[src/rtl/cpu_cache_controller_if.sv]
// Bus bundle between the cache controller, the CPU, the tag/data arrays and main memory.
// The master modport is the controller's view; slave is the surrounding system's.
interface cpu_cache_controller_if #(
  parameter int TAG_WIDTH    = 8,
  parameter int INDEX_WIDTH  = 6,
  parameter int OFFSET_WIDTH = 4,
  parameter int DATA_WIDTH   = 16
);
  localparam int ADDR_WIDTH = TAG_WIDTH + INDEX_WIDTH + OFFSET_WIDTH;

  logic                    cpuRead;
  logic                    cpuWrite;
  logic [ADDR_WIDTH-1:0]   cpuAddress;
  logic [DATA_WIDTH-1:0]   cpuWriteData;
  logic [DATA_WIDTH-1:0]   cpuReadData;
  logic                    cpuWaitRequest;

  logic [INDEX_WIDTH-1:0]  cacheIndex;
  logic [OFFSET_WIDTH-1:0] cacheOffset;
  logic [TAG_WIDTH-1:0]    cacheTagIn;
  logic [DATA_WIDTH-1:0]   cacheDataIn;
  logic [1:0]              cacheStateIn;
  logic                    cacheWriteTag;
  logic                    cacheWriteData;
  logic                    cacheWriteState;
  logic                    cacheHit;
  logic [TAG_WIDTH-1:0]    cacheTagOut;
  logic [DATA_WIDTH-1:0]   cacheDataOut;
  logic [1:0]              cacheStateOut;
  logic                    accessEnable;

  logic                    memRead;
  logic                    memWrite;
  logic [ADDR_WIDTH-1:0]   memAddress;
  logic [DATA_WIDTH-1:0]   memDataOut;
  logic [DATA_WIDTH-1:0]   memDataIn;
  logic                    memWaitRequest;

  modport master (
    input  cpuRead, cpuWrite, cpuAddress, cpuWriteData,
    output cpuReadData, cpuWaitRequest,
    output cacheIndex, cacheOffset, cacheTagIn, cacheDataIn, cacheStateIn,
    output cacheWriteTag, cacheWriteData, cacheWriteState, accessEnable,
    input  cacheHit, cacheTagOut, cacheDataOut, cacheStateOut,
    output memRead, memWrite, memAddress, memDataOut,
    input  memDataIn, memWaitRequest
  );

  modport slave (
    output cpuRead, cpuWrite, cpuAddress, cpuWriteData,
    input  cpuReadData, cpuWaitRequest,
    input  cacheIndex, cacheOffset, cacheTagIn, cacheDataIn, cacheStateIn,
    input  cacheWriteTag, cacheWriteData, cacheWriteState, accessEnable,
    output cacheHit, cacheTagOut, cacheDataOut, cacheStateOut,
    input  memRead, memWrite, memAddress, memDataOut,
    output memDataIn, memWaitRequest
  );
endinterface

[src/rtl/cpu_cache_controller.sv]
// Write-back cache controller: zero-wait hits, line write-back of dirty victims,
// word-by-word line fill from memory, then tag/state update and replay as a hit.
module cpu_cache_controller #(
  parameter int TAG_WIDTH    = 8,
  parameter int INDEX_WIDTH  = 6,
  parameter int OFFSET_WIDTH = 4,
  parameter int DATA_WIDTH   = 16
) (
  input  logic                   clock,
  input  logic                   reset,
  cpu_cache_controller_if.master bus
);
  localparam int ADDR_WIDTH = TAG_WIDTH + INDEX_WIDTH + OFFSET_WIDTH;

  localparam logic [1:0] ST_INVALID = 2'b00;
  localparam logic [1:0] ST_CLEAN   = 2'b01;
  localparam logic [1:0] ST_DIRTY   = 2'b10;

  localparam logic [1:0] S_IDLE      = 2'd0;
  localparam logic [1:0] S_WRITEBACK = 2'd1;
  localparam logic [1:0] S_FILL      = 2'd2;
  localparam logic [1:0] S_UPDATE    = 2'd3;

  localparam logic [OFFSET_WIDTH-1:0] CNT_MAX = '1;

  logic [1:0]              state_q, state_d;
  logic [OFFSET_WIDTH-1:0] cnt_q, cnt_d;
  logic [TAG_WIDTH-1:0]    victim_tag_q, victim_tag_d;
  logic [TAG_WIDTH-1:0]    req_tag_q, req_tag_d;

  logic [TAG_WIDTH-1:0]    addr_tag;
  logic [INDEX_WIDTH-1:0]  addr_index;
  logic [OFFSET_WIDTH-1:0] addr_offset;
  logic                    req;
  logic                    mem_accept;

  assign addr_tag    = bus.cpuAddress[ADDR_WIDTH-1 -: TAG_WIDTH];
  assign addr_index  = bus.cpuAddress[OFFSET_WIDTH +: INDEX_WIDTH];
  assign addr_offset = bus.cpuAddress[OFFSET_WIDTH-1:0];
  assign req         = bus.cpuRead | bus.cpuWrite;
  assign mem_accept  = ~bus.memWaitRequest;

  always_comb begin
    state_d      = state_q;
    cnt_d        = cnt_q;
    victim_tag_d = victim_tag_q;
    req_tag_d    = req_tag_q;

    bus.cacheIndex      = addr_index;
    bus.cacheOffset     = cnt_q;
    bus.cacheTagIn      = req_tag_q;
    bus.cacheDataIn     = bus.cpuWriteData;
    bus.cacheStateIn    = ST_INVALID;
    bus.cacheWriteTag   = 1'b0;
    bus.cacheWriteData  = 1'b0;
    bus.cacheWriteState = 1'b0;
    bus.accessEnable    = 1'b0;
    bus.memRead         = 1'b0;
    bus.memWrite        = 1'b0;
    bus.memAddress      = {req_tag_q, addr_index, cnt_q};
    bus.memDataOut      = bus.cacheDataOut;
    bus.cpuReadData     = '0;
    bus.cpuWaitRequest  = req;

    // Strobes are gated by reset so they drop combinationally, not at the next edge.
    if (reset) begin
      case (state_q)
        S_IDLE: begin
          bus.cacheOffset = addr_offset;
          if (req) begin
            if (bus.cacheHit) begin
              bus.cpuWaitRequest = 1'b0;
              bus.accessEnable   = 1'b1;
              if (bus.cpuWrite) begin
                bus.cacheWriteData  = 1'b1;
                bus.cacheWriteState = 1'b1;
                bus.cacheDataIn     = bus.cpuWriteData;
                bus.cacheStateIn    = ST_DIRTY;
              end else begin
                bus.cpuReadData = bus.cacheDataOut;
              end
            end else begin
              victim_tag_d = bus.cacheTagOut;
              req_tag_d    = addr_tag;
              cnt_d        = '0;
              state_d      = (bus.cacheStateOut == ST_DIRTY) ? S_WRITEBACK : S_FILL;
            end
          end
        end
        S_WRITEBACK: begin
          bus.memWrite   = 1'b1;
          bus.memAddress = {victim_tag_q, addr_index, cnt_q};
          if (mem_accept) begin
            cnt_d = cnt_q + 1'b1;
            if (cnt_q == CNT_MAX) state_d = S_FILL;
          end
        end
        S_FILL: begin
          bus.memRead = 1'b1;
          if (mem_accept) begin
            bus.cacheWriteData = 1'b1;
            bus.cacheDataIn    = bus.memDataIn;
            cnt_d              = cnt_q + 1'b1;
            if (cnt_q == CNT_MAX) state_d = S_UPDATE;
          end
        end
        default: begin
          bus.cacheWriteTag   = 1'b1;
          bus.cacheWriteState = 1'b1;
          bus.cacheTagIn      = req_tag_q;
          bus.cacheStateIn    = ST_CLEAN;
          state_d             = S_IDLE;
        end
      endcase
    end
  end

  always_ff @(posedge clock or negedge reset) begin
    if (!reset) begin
      state_q      <= S_IDLE;
      cnt_q        <= '0;
      victim_tag_q <= '0;
      req_tag_q    <= '0;
    end else begin
      state_q      <= state_d;
      cnt_q        <= cnt_d;
      victim_tag_q <= victim_tag_d;
      req_tag_q    <= req_tag_d;
    end
  end
endmodule

[src/flat_wrapper.sv]
// flat-port wrapper written by rule: the top's interface ports become plain ports
module cpu_cache_controller_flat 
#(
  parameter int TAG_WIDTH    = 8,
  parameter int INDEX_WIDTH  = 6,
  parameter int OFFSET_WIDTH = 4,
  parameter int DATA_WIDTH   = 16
)
  (clock, reset, bus_cpuRead, bus_cpuWrite, bus_cpuAddress, bus_cpuWriteData, bus_cpuReadData, bus_cpuWaitRequest, bus_cacheIndex, bus_cacheOffset, bus_cacheTagIn, bus_cacheDataIn, bus_cacheStateIn, bus_cacheWriteTag, bus_cacheWriteData, bus_cacheWriteState, bus_accessEnable, bus_cacheHit, bus_cacheTagOut, bus_cacheDataOut, bus_cacheStateOut, bus_memRead, bus_memWrite, bus_memAddress, bus_memDataOut, bus_memDataIn, bus_memWaitRequest);
  cpu_cache_controller_if #(.TAG_WIDTH(TAG_WIDTH), .INDEX_WIDTH(INDEX_WIDTH), .OFFSET_WIDTH(OFFSET_WIDTH), .DATA_WIDTH(DATA_WIDTH)) bus_i ();
  input  logic clock;
  input  logic reset;
  input wire logic [$bits(bus_i.cpuRead)-1:0] bus_cpuRead;
  input wire logic [$bits(bus_i.cpuWrite)-1:0] bus_cpuWrite;
  input wire logic [$bits(bus_i.cpuAddress)-1:0] bus_cpuAddress;
  input wire logic [$bits(bus_i.cpuWriteData)-1:0] bus_cpuWriteData;
  output wire logic [$bits(bus_i.cpuReadData)-1:0] bus_cpuReadData;
  output wire logic [$bits(bus_i.cpuWaitRequest)-1:0] bus_cpuWaitRequest;
  output wire logic [$bits(bus_i.cacheIndex)-1:0] bus_cacheIndex;
  output wire logic [$bits(bus_i.cacheOffset)-1:0] bus_cacheOffset;
  output wire logic [$bits(bus_i.cacheTagIn)-1:0] bus_cacheTagIn;
  output wire logic [$bits(bus_i.cacheDataIn)-1:0] bus_cacheDataIn;
  output wire logic [$bits(bus_i.cacheStateIn)-1:0] bus_cacheStateIn;
  output wire logic [$bits(bus_i.cacheWriteTag)-1:0] bus_cacheWriteTag;
  output wire logic [$bits(bus_i.cacheWriteData)-1:0] bus_cacheWriteData;
  output wire logic [$bits(bus_i.cacheWriteState)-1:0] bus_cacheWriteState;
  output wire logic [$bits(bus_i.accessEnable)-1:0] bus_accessEnable;
  input wire logic [$bits(bus_i.cacheHit)-1:0] bus_cacheHit;
  input wire logic [$bits(bus_i.cacheTagOut)-1:0] bus_cacheTagOut;
  input wire logic [$bits(bus_i.cacheDataOut)-1:0] bus_cacheDataOut;
  input wire logic [$bits(bus_i.cacheStateOut)-1:0] bus_cacheStateOut;
  output wire logic [$bits(bus_i.memRead)-1:0] bus_memRead;
  output wire logic [$bits(bus_i.memWrite)-1:0] bus_memWrite;
  output wire logic [$bits(bus_i.memAddress)-1:0] bus_memAddress;
  output wire logic [$bits(bus_i.memDataOut)-1:0] bus_memDataOut;
  input wire logic [$bits(bus_i.memDataIn)-1:0] bus_memDataIn;
  input wire logic [$bits(bus_i.memWaitRequest)-1:0] bus_memWaitRequest;
  assign bus_i.cpuRead = bus_cpuRead;
  assign bus_i.cpuWrite = bus_cpuWrite;
  assign bus_i.cpuAddress = bus_cpuAddress;
  assign bus_i.cpuWriteData = bus_cpuWriteData;
  assign bus_cpuReadData = bus_i.cpuReadData;
  assign bus_cpuWaitRequest = bus_i.cpuWaitRequest;
  assign bus_cacheIndex = bus_i.cacheIndex;
  assign bus_cacheOffset = bus_i.cacheOffset;
  assign bus_cacheTagIn = bus_i.cacheTagIn;
  assign bus_cacheDataIn = bus_i.cacheDataIn;
  assign bus_cacheStateIn = bus_i.cacheStateIn;
  assign bus_cacheWriteTag = bus_i.cacheWriteTag;
  assign bus_cacheWriteData = bus_i.cacheWriteData;
  assign bus_cacheWriteState = bus_i.cacheWriteState;
  assign bus_accessEnable = bus_i.accessEnable;
  assign bus_i.cacheHit = bus_cacheHit;
  assign bus_i.cacheTagOut = bus_cacheTagOut;
  assign bus_i.cacheDataOut = bus_cacheDataOut;
  assign bus_i.cacheStateOut = bus_cacheStateOut;
  assign bus_memRead = bus_i.memRead;
  assign bus_memWrite = bus_i.memWrite;
  assign bus_memAddress = bus_i.memAddress;
  assign bus_memDataOut = bus_i.memDataOut;
  assign bus_i.memDataIn = bus_memDataIn;
  assign bus_i.memWaitRequest = bus_memWaitRequest;
  cpu_cache_controller #(.TAG_WIDTH(TAG_WIDTH), .INDEX_WIDTH(INDEX_WIDTH), .OFFSET_WIDTH(OFFSET_WIDTH), .DATA_WIDTH(DATA_WIDTH)) u_core (.clock(clock), .reset(reset), .bus(bus_i));
endmodule
[config.mk]
export PLATFORM = sky130hd
export DESIGN_NAME = cpu_cache_controller_flat
export DESIGN_NICKNAME = d
export VERILOG_FILES = /design/src/rtl/cpu_cache_controller_if.sv /design/src/rtl/cpu_cache_controller.sv /design/src/flat_wrapper.sv
export SDC_FILE = /design/constraint.sdc
export NUM_CORES = 1
export LEC_CHECK = 0
export BUFFER_PORTS_ARGS = -buffer_cell sky130_fd_sc_hd__clkbuf_2
export CAP_MARGIN = 10
export CORE_MARGIN = 2
export CORE_UTILIZATION = 37
export DETAILED_ROUTE_END_ITERATION = 16
export GPL_TIMING_DRIVEN = 1
export PLACE_DENSITY_LB_ADDON = 0.12
export SYNTH_ARGS = -nofsm -noshare
export SYNTH_HDL_FRONTEND = slang
export SYNTH_SLANG_ARGS = --single-unit
[constraint.sdc]
create_clock -name clock -period 2 [get_ports clock]
set_input_delay 0.2 -clock clock [delete_from_list [all_inputs] [get_ports clock]]
set_output_delay 0.2 -clock clock [all_outputs]
set_load 0.01 [all_outputs]
# Word level (Yosys, flattened, before mapping)
# Index checks and enable logic that the tools add are counted.
classes:
  addsub: 1
  eq_ne: 11
  muxes: 51
  bitwise_logic: 2
  reduce_logical: 7
op_table:
  columns: ["cell", "count"]
  rows:
  - ["two-way mux 16 bit", 8]
  - ["two-way mux 18 bit", 2]
  - ["two-way mux 2 bit", 11]
  - ["two-way mux 1 bit", 20]
  - ["two-way mux 4 bit", 5]
  - ["!= test 2 bit, second input constant", 4]
  - ["case mux 4 bit (2 select lines)", 1]
  - ["AND reduction 7 bit", 1]
  - ["!= test 2 x 1 -> 1 bit, second input constant", 3]
  - ["case mux 2 bit (3 select lines)", 1]
  - ["AND reduction 5 bit", 1]
  - ["adder 4 x 1 -> 4 bit, second input constant", 1]
  - ["== test 2 bit, second input constant", 2]
  - ["== test 4 bit, second input constant", 1]
  - ["case mux 1 bit (2 select lines)", 2]
  - ["case mux 2 bit (2 select lines)", 1]
  - ["AND reduction 4 bit", 1]
  - ["OR reduction 3 bit", 1]
  - ["== test 2 x 1 -> 1 bit, second input constant", 1]
  - ["logical NOT 2 bit", 1]
  - ["nonzero test 2 bit", 1]
  - ["OR reduction 2 bit", 1]
  - ["inverter 1 bit", 1]
  - ["OR 1 bit", 1]
word_totals:
  regBits: 22
  in_bits: 82
  output_inout_bits: 93
  word_cells: 76

# Longest topological paths before layout
# Gate-level depths: netlist (run 1).
depth:
  word_depth: 5
  depth_mapped: 6

# Worst setup path after synthesis (run 1)
# OpenSTA, ideal clock, no wires.
synth_path:
  path_kind: "register to output"
  from: "reg u_core.state_q[0]"
  to: "out bus_cacheDataIn[10]"
  arrival_time_ps: 1647
  required_ps: 1800
  setup_slack_ps: 153
  stages_incl_launch_ff: 7
  path_cell_list: "dfrtp_1 inv_1 ha_1 and2_1 nand2_2 buf_2 mux2_2"
synth_via:
  elab_chain_len: 3
synth_lines:
  columns: ["item", "line", "source"]
  rows:
  - ["from (decl)", "cpu_cache_controller.sv:26", "logic [1:0] state_q, state_d;"]
  - ["from (signal assigned)", "cpu_cache_controller.sv:125", "state_q <= state_d;"]
  - ["== test 2 bit", "cpu_cache_controller.sv:67", "case (state_q)"]
  - ["two-way mux 16 bit", null, null]
  - ["two-way mux 16 bit", "cpu_cache_controller.sv:66", "if (reset) begin"]
  - ["to (decl)", "flat_wrapper.sv:22", "output wire logic [$bits(bus_i.cacheDataIn)-1:0] bus_cacheDataIn;"]
# No other way between the ends.

# Worst setup path after layout (run 1)
layout_path:
  from: "reg u_core.state_q[1]"
  to: "out bus_cpuReadData[11]"
layout_via:
  elab_chain_len: 3
layout_lines:
  columns: ["item", "line", "source"]
  rows:
  - ["logical NOT 2 bit", "cpu_cache_controller.sv:67", null]
  - ["two-way mux 16 bit", "cpu_cache_controller.sv:67", null]
  - ["two-way mux 16 bit", "cpu_cache_controller.sv:66", null]
  - ["to (decl)", "flat_wrapper.sv:17", "output wire logic [$bits(bus_i.cpuReadData)-1:0] bus_cpuReadData;"]
# No other way between the ends.

==> impl_metrics.tcl, run 1 <==
set metrics [dict create \
    status "finished, final reports clean" \
    synth_top_area_share_pct 29.6 \
    drt_pass1_iterations 4 \
    row_count 25 \
    antenna_found_initial 0 \
    dieArea_um2 5620 \
    synth-adder-area-share_pct 5.37 \
    critical_path.max_stage_delay_ns 0.42 \
    crit_fanout 8 \
    synth-edff-count 0 \
    multi_input_comb_area_um2 1140 \
    area_delta_synth_final_pct 51.6 \
    synth_area_leaders "dfrtp_1 (30%), mux2_2 (27%), buf_4 (12%)" \
    grt-ovfl-total 0 \
    max-clock-path-buffers 2 \
    die_w_um 75.0 \
    final_nets 410 \
    hold_violations 0 \
    vdd_drop_max_mv 0.605 \
    syn_inst 176 \
    power_mw 3.15 \
    synthArstFlopShare_pct 100 \
    portBuffers 156 \
    fillCellCount 434 \
    dp_hpwl_um 4340 \
    drtAntennaViolNets 0 \
    initial_core_util_pct 38.9 \
    yosys.area_share.simple_pct 17.5 \
    wirelength_um 5570 \
    insertion_delay_ns 0.26 \
    p_leak_nw 1.53 \
    via_per_inst 4.81 \
    holdWs_ns 0.0756 \
    rsz0062_at_grt "yes" \
    layout-drive-gt1-share_pct 75.9 \
    fmax_mhz 516 \
    synth.avg_cell_area_um2 10.6 \
    slew_headroom_pct 74.0 \
    ys.flop_type "dfrtp_1" \
    timing.final.ws_setup_ns 0.0612 \
    ioPinCount 175 \
    cts_tree "done" \
    finClkSkew_ns 0.00485 \
    cts-buffers-inserted 3 \
    crit_path_top_delay_cell "dfrtp_1" \
    drt_iter0_markers 65 \
    cp_data_arrival_time_ns 1.74 \
    drc 0 \
    yosysWarnings 0 \
    synth_common_cells "mux2_2 (44), buf_4 (30), dfrtp_1 (22)" \
    hp-class "in2async" \
    period_minus_slack_ns 1.94 \
    yosysSeqAreaShare_pct 29.6 \
    grt_pass1_vias 1709 \
    coreArea_um2 4790 \
    synthXorXnorAreaFrac_pct 0 \
    synth_compound_area_share_pct 6.65 \
    cts-root-buf "clkbuf_8" \
    endpoint_kind "output pin" \
    diodes 0 \
    grt_max_degree 17 \
    post-route-period-util_pct 96.9 \
    clkSlewWorstSetupHoldPaths_ns 0.08 \
    synth.area.mux_share_pct 27.1 \
    powerDensity_nw_per_um2 1120 \
    clock_sinks 22 \
    cap_violations 0 \
    yosys_register_bits 22 \
    cp-start-kind "register" \
    worst_slew_pin_slew_ns 0.389 \
    dp_slack_ns 0.149 \
    crit_type "reg2out" \
    place_congestion 0.780 \
    synth_top_family_by_area "multiplexers" \
    worst-endpoint-required_ns 1.80 \
    cts_htree_levels 1 \
    seqCellArea_um2 551 \
    crit_chain "inv_2 -> ha_4 -> nand3_4 -> nor3b_4 -> buf_6 -> and2_1 -> buf_2" \
    die_h_um 75.0 \
    syn_nets 266 \
    yosysUniqueCellTypes 33 \
    syn_area_um2 1860 \
    grt_pass1_wl_um 7800 \
    finalSetupViolCount 0 \
    via_count 1858 \
    maxSlewViolCount 0 \
    wl_per_cell_um 14.4 \
    post-synth-top-count-cell "mux2_2" \
    grt_use_total_pct 18.5 \
    synth_top_cell_by_area "dfrtp_1" \
]
## stage by stage
| step | util (%) | area [um2] | setup TNS (ns) | std cells |
|---|---|---|---|---|
| after floorplan | - | 1860 | 0 | 176 |
| after global placement | 53.3 | 2550 | 0 | 374 |
| after detailed placement | 53.3 | 2550 | 0 | 374 |
| after CTS | 55.7 | 2670 | 0 | 381 |
| after global routing | 59.0 | 2820 | -0.0379 | 386 |
| final | 59.0 | 2820 | 0 | 386 |
## where the power goes
part / leakage (nW) / internal (mW) / switching [mW]
registers: 0.263 / 0.671 / 0.181
logic: 1.23 / 1.01 / 0.876
clock network: 0.0357 / 0.267 / 0.152
total: 1.53 / 1.95 / 1.21
## final timing paths
path / cells after the start / slack (ns) / startpoint / endpoint
worst min-delay path: 2 / 0.08 / reset / u_core.cnt_q[2]
worst max register to register: 6 / 0.10 / u_core.state_q[1] / u_core.cnt_q[0]
max in group asynchronous: 2 / 1.26 / reset / u_core.state_q[0]
min in group clock: 2 / 0.16 / bus_cacheTagOut[7] / u_core.victim_tag_q[7]
worst max-delay path: 7 / 0.06 / u_core.state_q[1] / bus_cpuReadData[11]
worst min register to register: 1 / 0.51 / u_core.victim_tag_q[7] / u_core.victim_tag_q[7]
## cells in the final DEF (no fill, tap or decap), drive strengths merged, types with 2 or more instances in the layout
cell,n
ha,8
a221o,4
o211ai,2
nand2,7
and2,21
a21oi,2
dfrtp,22
nor2,3
nor3b,4
inv,4
clkbuf,143
o21ai,2
buf,29
mux2,44
and3,8
a21boi,2
nand2b,2
## metal layers
metal / part of all wire [%] / GRT usage, %
met5: 0 / 0
met4: 1.2 / 5.56
met3: 8.2 / 3.61
met2: 54 / 35.9
met1: 37 / 19.9
## what timing repair did
action	CTS	global route
setup endpoints to repair	45	34
gates resized for setup	8	45
pin swaps	1	2
hold endpoints to repair	4	0
buffers inserted	1	4
hold buffers	1	0
gates cloned	1	1
## sequential cells by signal, summed over array words and instances (netlist names)
name,count
u_core.cnt_q,4
u_core.req_tag_q,8
u_core.state_q,2
u_core.victim_tag_q,8
## worst max-delay path, delay by kind of cell, from the launching register on
| kind | cells | cell delay [ns] |
|---|---|---|
| AND/OR/NAND/NOR | 3 | 0.44 |
| buffers and inverters | 3 | 0.42 |
| flip-flops | 1 | 0.42 |
| adder cells (fa/ha/maj) | 1 | 0.18 |
## final cells by class
class	count	share of cell area (%)
tap	67	2.97
multi-input combinational	119	40.3
clock buffer	3	1.46
inverter	4	0.532
sequential	22	19.5
clock inverter	1	1.06
timing repair buffer	170	34.2
## logic make-up after synthesis
kind of cell	Yosys count
adder cells (fa/ha/maj)	8
buffers and inverters	36
AO/OA/AOI/OAI	16
AND/OR/NAND/NOR	49
flip-flops	22
multiplexers	45
Note: power is estimated with default switching activity, not from simulation.
==> inputs of run 2 (changes only) <==
--- a/config.mk
+++ b/config.mk
@@ -5,10 +5,11 @@
 export SDC_FILE = /design/constraint.sdc
 export NUM_CORES = 1
 export LEC_CHECK = 0
+export ABC_AREA = 1
 export BUFFER_PORTS_ARGS = -buffer_cell sky130_fd_sc_hd__clkbuf_2
 export CAP_MARGIN = 10
 export CORE_MARGIN = 2
-export CORE_UTILIZATION = 37
+export CORE_UTILIZATION = 38
 export DETAILED_ROUTE_END_ITERATION = 16
 export GPL_TIMING_DRIVEN = 1
 export PLACE_DENSITY_LB_ADDON = 0.12
==> run 2 against run 1 <==
Against the previous run:
- non-clock buffer count decreased by 4
- power decreased by 16%
- sequential power decreased by 7.4%
- register-to-register slack improved by 0.43 ns
- critical endpoint is now bus_cpuReadData[8]
- largest cell class unchanged
- largest power group unchanged
==> impl_metrics.tcl, run 2 <==
set metrics [dict create \
    worst-endpoint-required_ns 1.80 \
    maxSlewViolCount 0 \
    clock_sinks 22 \
    drt_iter0_markers 61 \
    synth_common_cells "nand2_1 (83), inv_1 (50), buf_4 (29)" \
    wl_per_cell_um 10.7 \
    synth_top_cell_by_area "dfrtp_1" \
    layout-drive-gt1-share_pct 47.5 \
    yosysWarnings 0 \
    p_switching_mw 1.17 \
    power_mw 2.66 \
    rr_startpoint "u_core.state_q[1]" \
    syn_area_um2 1980 \
    finalSetupViolCount 0 \
    grt_pass1_vias 1910 \
    synth-edff-count 0 \
    fmax_mhz 521 \
    endpoint "bus_cpuReadData[8]" \
    endpoint_kind "output pin" \
    grt_pass1_wl_um 8940 \
    utilization_pct 54.2 \
    place_congestion 0.775 \
    syn_inst 293 \
    antenna_found_initial 0 \
    intPower_mw 1.50 \
    grt_use_total_pct 18.2 \
    dieArea_um2 5810 \
    row_count 26 \
    finClkSkew_ns 0.000894 \
    insertion_delay_ns 0.25 \
    area_delta_synth_final_pct 38.9 \
    status "finished, final reports clean" \
    combPwrFrac_pct 60.6 \
    via_count 2138 \
    reg_top3 "u_core.req_tag_q (8), u_core.victim_tag_q (8), u_core.cnt_q (4)" \
    fillCellCount 523 \
    synth_top_area_share_pct 27.8 \
    final_nets 519 \
    cp_data_arrival_time_ns 1.72 \
    vdd_drop_max_mv 0.659 \
    crit_fanout 8 \
    cts-root-buf "clkbuf_8" \
    cts_htree_levels 1 \
    crit_type "reg2out" \
    mostFrequentLayoutCells "clkbuf_2 (153), nand2_1 (82), inv_1 (48), nand3_1 (22)" \
    die_h_um 76.2 \
    drt_pass1_iterations 4 \
    period_minus_slack_ns 1.92 \
    ys.flop_type "dfrtp_1" \
    post-route-period-util_pct 96.0 \
    powerDensity_nw_per_um2 969 \
    cp-start-kind "register" \
    power.share.clock_pct 9.8 \
    holdWs_ns 0.107 \
    holdBufCountCts 0 \
    via_per_inst 4.30 \
    dp_hpwl_um 4350 \
    drtAntennaViolNets 0 \
    initial_core_util_pct 39.0 \
    cap_violations 0 \
    ioPinCount 175 \
    synth_area_leaders "dfrtp_1 (28%), nand2_1 (16%), buf_4 (11%)" \
    layoutNonFillerInstCount 497 \
    p_leak_nw 1.80 \
    clkSlewWorstSetupHoldPaths_ns 0.07 \
    portBuffers 156 \
    reg2reg_depth 8 \
    synth.avg_cell_area_um2 6.76 \
    rsz0062_at_grt "yes" \
    switching_share_pct 43.8 \
    hp-class "in2async" \
    yosysSeqAreaShare_pct 27.8 \
    post-synth-top-count-cell "nand2_1" \
    hold_violations 0 \
    dp.cells 488 \
    coreArea_um2 5070 \
    drc 0 \
    seqPwrFrac_pct 29.6 \
    yosys_register_bits 22 \
    grt-ovfl-total 0 \
    synthArstFlopShare_pct 100 \
    r2r_slack_ns 0.53 \
    wirelength_um 5330 \
    cts_tree "done" \
    crit_start "u_core.state_q[1]" \
    yosysUniqueCellTypes 25 \
    syn_nets 383 \
    diodes 0 \
    final_common_cell "clkbuf_2" \
    cts-buffers-inserted 3 \
    worst_slew_pin_slew_ns 0.317 \
    max-clock-path-buffers 2 \
    grt_max_degree 33 \
    die_w_um 76.2 \
    slew_headroom_pct 78.8 \
    timing.rr.end "u_core.req_tag_q[3]" \
]
==> run 2: changes by cell type in the layout (fill, tap and decap cells not counted), sizes merged, moves of 4 or more <==
| cell | delta |
|---|---|
| nor2 | +21 |
| a221o | -4 |
| and2 | -21 |
| inv | +47 |
| nand2 | +80 |
| buf | -16 |
| mux2 | -34 |
| and3 | -8 |
| nor3b | -4 |
| clkbuf | +13 |
| nand3 | +22 |
| o21ai | +22 |
==> run 2: cell type report <==
cell class,instances,area [um2],share of cell area [%]
Inverter,52,198,7.19
Multi-Input combinational cell,184,1020,36.9
Sequential cell,22,552,20.1
Clock buffer,3,41.3,1.50
Timing Repair Buffer,166,856,31.1
Tap cell,70,87.6,3.18
==> run 2: routing by layer <==
layer | global-route usage [%] | up-vias | part of all wire (%)
met3 | 3.55 | 5 | 7.0
li1 | - | 1134 | -
met4 | 4.18 | 0 | 0.58
met1 | 22.9 | 902 | 43
met5 | 0 | - | 0
met2 | 32.2 | 97 | 50
==> run 2: worst min path at each step <==
| stage | start | slack (ns) | endpoint | depth (start not counted) |
|---|---|---|---|---|
| after floorplan | reset | -0.1 | u_core.cnt_q[0] | 0 |
| after global placement | reset | 0.35 | u_core.cnt_q[2] | 2 |
| after detailed placement | reset | 0.34 | u_core.cnt_q[2] | 2 |
| after CTS | reset | 0.06 | u_core.state_q[1] | 2 |
| after global routing | reset | 0.14 | u_core.cnt_q[1] | 2 |
| final | reset | 0.11 | u_core.cnt_q[3] | 2 |
==> run 2: worst max-delay path: stages (launching register included) <==
cell      delay (ns)
dfrtp_1         0.40
inv_2           0.11
ha_4            0.18
nand2_8         0.06
nor3_4          0.30
nand2_4         0.17
nor2_2          0.11
clkbuf_2        0.13
==> run 2: kinds of logic (layout without fill, tap and decap cells) <==
kind of cell / after synthesis / count (layout) / share of synthesized area, %
AO/OA/AOI/OAI: 29 / 29 / 7.39
adder cells (fa/ha/maj): 8 / 8 / 5.05
buffers and inverters: 88 / 221 / 23.2
flip-flops: 22 / 22 / 27.8
multiplexers: 10 / 10 / 5.69
AND/OR/NAND/NOR: 136 / 137 / 30.9
==> run 2: power groups by stage <==
stage	clock (mW)	sequential [mW]	combinational [mW]
after floorplan	0	0.815	0.942
after global placement	0	0.795	1.47
after detailed placement	0	0.803	1.48
after CTS	0.274	0.785	1.58
after global routing	0.291	0.820	1.83
final	0.260	0.789	1.62
==> run 2: metrics by stage <==
step	setup slack (ns)	cell area, um2	TNS, ns
3_5_place_dp	0.126	2620	0
6_report	0.0803	2750	0
2_1_floorplan	0.271	1980	0
5_1_grt	-0.0186	2750	-0.0359
3_3_place_gp	0.199	2620	0
4_1_cts	0.0122	2700	0
==> run 2: timing repair <==
action	in CTS	in global routing
pin swaps	2	1
setup endpoints to repair	24	30
gates resized for setup	6	8
hold endpoints to repair	0	0
setup buffers	2	3
gates cloned	1	0
